===== src/rtl/result_tx_formatter.sv =====
// Formats a divider result {remainder, quotient} as ASCII hex "QQ RR" for a UART, one byte per transfer.
// Optional macro FMT_CRLF_EN appends CR LF to each sequence.
module result_tx_formatter (
  input  logic        clk,
  input  logic        rst,
  input  logic [11:0] result,
  input  logic        alu_done,
  input  logic        tx_ready,
  output logic [7:0]  tx_data,
  output logic        tx_valid,
  output logic        busy,
  output logic        fmt_done,
  output logic        overrun
);

  typedef enum logic [1:0] {IDLE, SEND, FIN} state_t;

`ifdef FMT_CRLF_EN
  localparam logic [2:0] LAST_IDX = 3'd6;
`else
  localparam logic [2:0] LAST_IDX = 3'd4;
`endif

  state_t      state_q, state_d;
  logic [11:0] res_q, res_d;
  logic [2:0]  idx_q, idx_d;
  logic [7:0]  byte_sel;

  function automatic logic [7:0] hex(input logic [3:0] n);
    return (n <= 4'd9) ? (8'h30 + {4'h0, n}) : (8'h37 + {4'h0, n});
  endfunction

  always_ff @(posedge clk or posedge rst) begin
    if (rst) begin
      state_q <= IDLE;
      res_q   <= 12'h000;
      idx_q   <= 3'd0;
    end else begin
      state_q <= state_d;
      res_q   <= res_d;
      idx_q   <= idx_d;
    end
  end

  always_comb begin
    state_d  = state_q;
    res_d    = res_q;
    idx_d    = idx_q;
    tx_valid = 1'b0;
    busy     = 1'b0;
    fmt_done = 1'b0;
    overrun  = 1'b0;
    case (state_q)
      IDLE: begin
        if (alu_done) begin
          res_d   = result;
          idx_d   = 3'd0;
          state_d = SEND;
        end
      end
      SEND: begin
        tx_valid = 1'b1;
        busy     = 1'b1;
        overrun  = alu_done;
        // Index only advances on an actual transfer, so backpressure holds the byte.
        if (tx_ready) begin
          if (idx_q == LAST_IDX) state_d = FIN;
          else                   idx_d   = idx_q + 3'd1;
        end
      end
      FIN: begin
        busy     = 1'b1;
        fmt_done = 1'b1;
        overrun  = alu_done;
        state_d  = IDLE;
      end
      default: state_d = IDLE;
    endcase
  end

  // Quotient sits in res_q[5:0], remainder in res_q[11:6].
  always_comb begin
    byte_sel = 8'h00;
    case (idx_q)
      3'd0: byte_sel = hex({2'b00, res_q[5:4]});
      3'd1: byte_sel = hex(res_q[3:0]);
      3'd2: byte_sel = 8'h20;
      3'd3: byte_sel = hex({2'b00, res_q[11:10]});
      3'd4: byte_sel = hex(res_q[9:6]);
`ifdef FMT_CRLF_EN
      3'd5: byte_sel = 8'h0D;
      3'd6: byte_sel = 8'h0A;
`endif
      default: byte_sel = 8'h00;
    endcase
  end

  assign tx_data = tx_valid ? byte_sel : 8'h00;

endmodule


===== config.mk =====
export PLATFORM = sky130hd
export DESIGN_NAME = result_tx_formatter
export DESIGN_NICKNAME = d
export VERILOG_FILES = /design/src/rtl/result_tx_formatter.sv
export SDC_FILE = /design/constraint.sdc
export NUM_CORES = 1
export LEC_CHECK = 0
export BUFFER_PORTS_ARGS = -buffer_cell sky130_fd_sc_hd__clkbuf_2
export CELL_PAD_IN_SITES_DETAIL_PLACEMENT = 2
export CELL_PAD_IN_SITES_GLOBAL_PLACEMENT = 2
export CORE_AREA = 10 10 71 73
export CTS_BUF_LIST = sky130_fd_sc_hd__clkbuf_2 sky130_fd_sc_hd__clkbuf_4 sky130_fd_sc_hd__clkbuf_8
export DETAILED_ROUTE_END_ITERATION = 8
export DIE_AREA = 0 0 81 83
export PLACE_DENSITY_LB_ADDON = 0.1
export SLEW_MARGIN = 20
export SYNTH_ARGS = -nofsm -noshare
export SYNTH_HDL_FRONTEND = slang
export SYNTH_SLANG_ARGS = --single-unit

===== constraint.sdc =====
create_clock -name clk -period 1.92 [get_ports clk]
set_input_delay 0.384 -clock clk [delete_from_list [all_inputs] [get_ports clk]]
set_output_delay 0.384 -clock clk [all_outputs]
set_load 0.05 [all_outputs]

==> results_dict.tcl <==
set metrics [dict create \
    grt_max_degree 18 \
    placed_cells 219 \
    worst_setup_path_end_kind "output port" \
    die_w_um 81 \
    path_class "reg2out" \
    cts-root-buf "clkbuf_8" \
    setup.worst_path.start "idx_q[1]" \
    drt-total-wl_um 5950 \
    synth_cell_types 36 \
    async_flop_share_pct 100 \
    reg2reg_depth 7 \
    boundaryPins 28 \
    worst_path_max_delay_cell "dfrtp_2" \
    rsz0062_at_grt "yes" \
    initial_core_util_pct 32.2 \
    dieArea_sq_um 6720 \
    clock-sinks 17 \
    dp_hpwl_um 3400 \
    postLayoutCoreUtil_pct 57.3 \
    grt.overflow.total 0 \
    antenna_found_initial 0 \
    outcome "finished, violations left" \
    finalCritPeriodShare_pct 120 \
    grt_pass1_wl_um 7730 \
    critPathRequiredTime_ns 1.54 \
    numPortBuffers 26 \
    clockBufferDepth 2 \
    reg2reg_to "idx_q[0]" \
    relSlewSlack_pct 55.3 \
    min_period_ns 2.31 \
    h-tree-depth 1 \
    tightestPinTransition_ns 0.670 \
    final_cells 231 \
    crit_end "tx_data[5]" \
    core_area_sq_um 3630 \
    cap_violations 0 \
    worstHoldPathType "in2async" \
    antenna_left 0 \
    cp_num_buf_inv 2 \
    syn_to_final_growth_pct 78.1 \
    violations "setup timing" \
    die_h_um 83 \
    hold_viol_final 0 \
    viasPerCell 5.30 \
    worstSetupPathDepth 7 \
    dr.first_iter.drc_count 59 \
    grt.total_usage_pct 14.3 \
    nNetsFinal 212 \
    gp_congestion 0.770 \
    synth_area_sq_um 1170 \
    seq_area_frac_synth_pct 36.4 \
    slew_viol_final 0 \
    avgSynthCellArea_sq_um 9.75 \
    dp_slack_ns -0.301 \
    startpoint_type "register" \
    diodes 0 \
    cp_cell_sequence "inv_2 -> ha_2 -> nor2b_4 -> a221oi_1 -> nor2b_2 -> a21oi_4 -> buf_12" \
    report.final.setup_viol 8 \
    synth_nets 148 \
    cts_made_buffers 3 \
    final.setup.worst_slack_ns -0.392 \
    routed-via-count 1225 \
    cts_tree "yes" \
    cp_data_arrival_time_ns 1.93 \
    r2r-start "state_q[1]" \
    ys.flop_type "dfrtp_1" \
    fmax_mhz 433 \
    drive_gt1_share_pct 70.5 \
    clk_latency_ns 0.27 \
    ctsHoldBuffers 0 \
    worst_path_largest_cell_delay_ns 0.43 \
    yosysWarnings 0 \
    drc 0 \
    crit_path_max_fanout 6 \
    worst_clock_skew_ns 0.00288 \
    ff2ff_setup_slack_ns -0.03 \
    synth_edf_count 0 \
    ys_ff_latch 17 \
    routedWlPerCell_um 25.7 \
    clk_pin_slew_ns 0.07 \
    grt_pass1_vias 1407 \
    crit_family "flip-flops" \
    rows 22 \
    netlist_instances 120 \
    first_pass_iters 4 \
]
==> metal layers <==
layer  up-vias  share of wire [%]  global-route usage (%)  wire length, um
met2        35                 54                    25.4             3220
met5         -                  0                       0                0
li1        553                  -                       -                -
met1       626                 40                    16.9             2360
met3        11                3.2                    2.59              191
met4         0                2.8                    2.97              169
==> worst min path at each step <==
stage / cells past startpoint / from / slack (ns) / endpoint
3_5_place_dp: 2 / rst / 0.50 / state_q[0]
4_1_cts: 2 / rst / 0.23 / res_q[11]
6_report: 2 / rst / 0.19 / res_q[11]
3_3_place_gp: 2 / rst / 0.47 / state_q[0]
2_1_floorplan: 1 / rst / 0.31 / idx_q[0]
5_1_grt: 2 / rst / 0.25 / res_q[10]
==> logic make-up after synthesis <==
kind of cell / count (synthesis) / synth area share (%)
compound gates: 36 / 22.0
simple gates: 24 / 10.1
buf+inv: 17 / 5.99
flops: 17 / 36.4
mux: 13 / 12.4
fa+ha+maj: 12 / 12.8
other cells: 1 / 0.321
==> Yosys cell counts, types with 2 or more instances <==
master	n	area (sq um)
a211oi_1	2	15.0
a22o_1	4	35.0
buf_2	2	10.0
a32oi_1	3	26.3
dfrtp_1	17	425
inv_1	12	45.0
nor2b_1	3	18.8
mux2_2	12	135
nand2_1	4	15.0
nand3_1	2	10.0
a21o_1	2	15.0
o21ai_0	4	20.0
ha_1	12	150
a21oi_1	7	35.0
nor2_1	8	30.0
o21bai_1	2	15.0
and2_1	3	18.8
a31oi_1	3	18.8
==> cells in the final DEF (no fill, tap or decap), types with 4 or more instances in the layout <==
master    netlist  layout
clkbuf_2        0      19
buf_12          0       7
buf_4           1      34
inv_1          12       6
a22o_1          4       4
mux2_2         12      12
ha_4            0       7
dfrtp_1        17      14
inv_2           1       7
==> metrics by stage <==
stage          instance area [sq um]  TNS, ns  hold slack [ns]
6_report                        2080    -2.47            0.188
3_5_place_dp                    1750    -1.60            0.497
3_3_place_gp                    1750   -0.788            0.473
2_1_floorplan                   1260   -0.526            0.310
5_1_grt                         2080    -3.09            0.248
4_1_cts                         1950    -2.36            0.228
==> flip-flops by register name, summed over array words and instances (netlist names) <==
name	flops
state_q	2
res_q	12
idx_q	3
==> area by class of cell <==
cell class | count | area, sq um
Clock buffer | 4 | 48.8
Fill cell | 357 | 1550
Inverter | 13 | 48.8
Multi-Input combinational cell | 86 | 968
Sequential cell | 17 | 429
Tap cell | 48 | 60.1
Timing Repair Buffer | 63 | 528
==> what timing repair did <==
item	CTS	global route
gates resized for setup	32	23
pin swaps	9	13
endpoints found under the setup margin	7	7
setup buffers	4	4
Power is not shown: default switching activity piles up to over one toggle a cycle in this logic, so the estimate is an artifact.
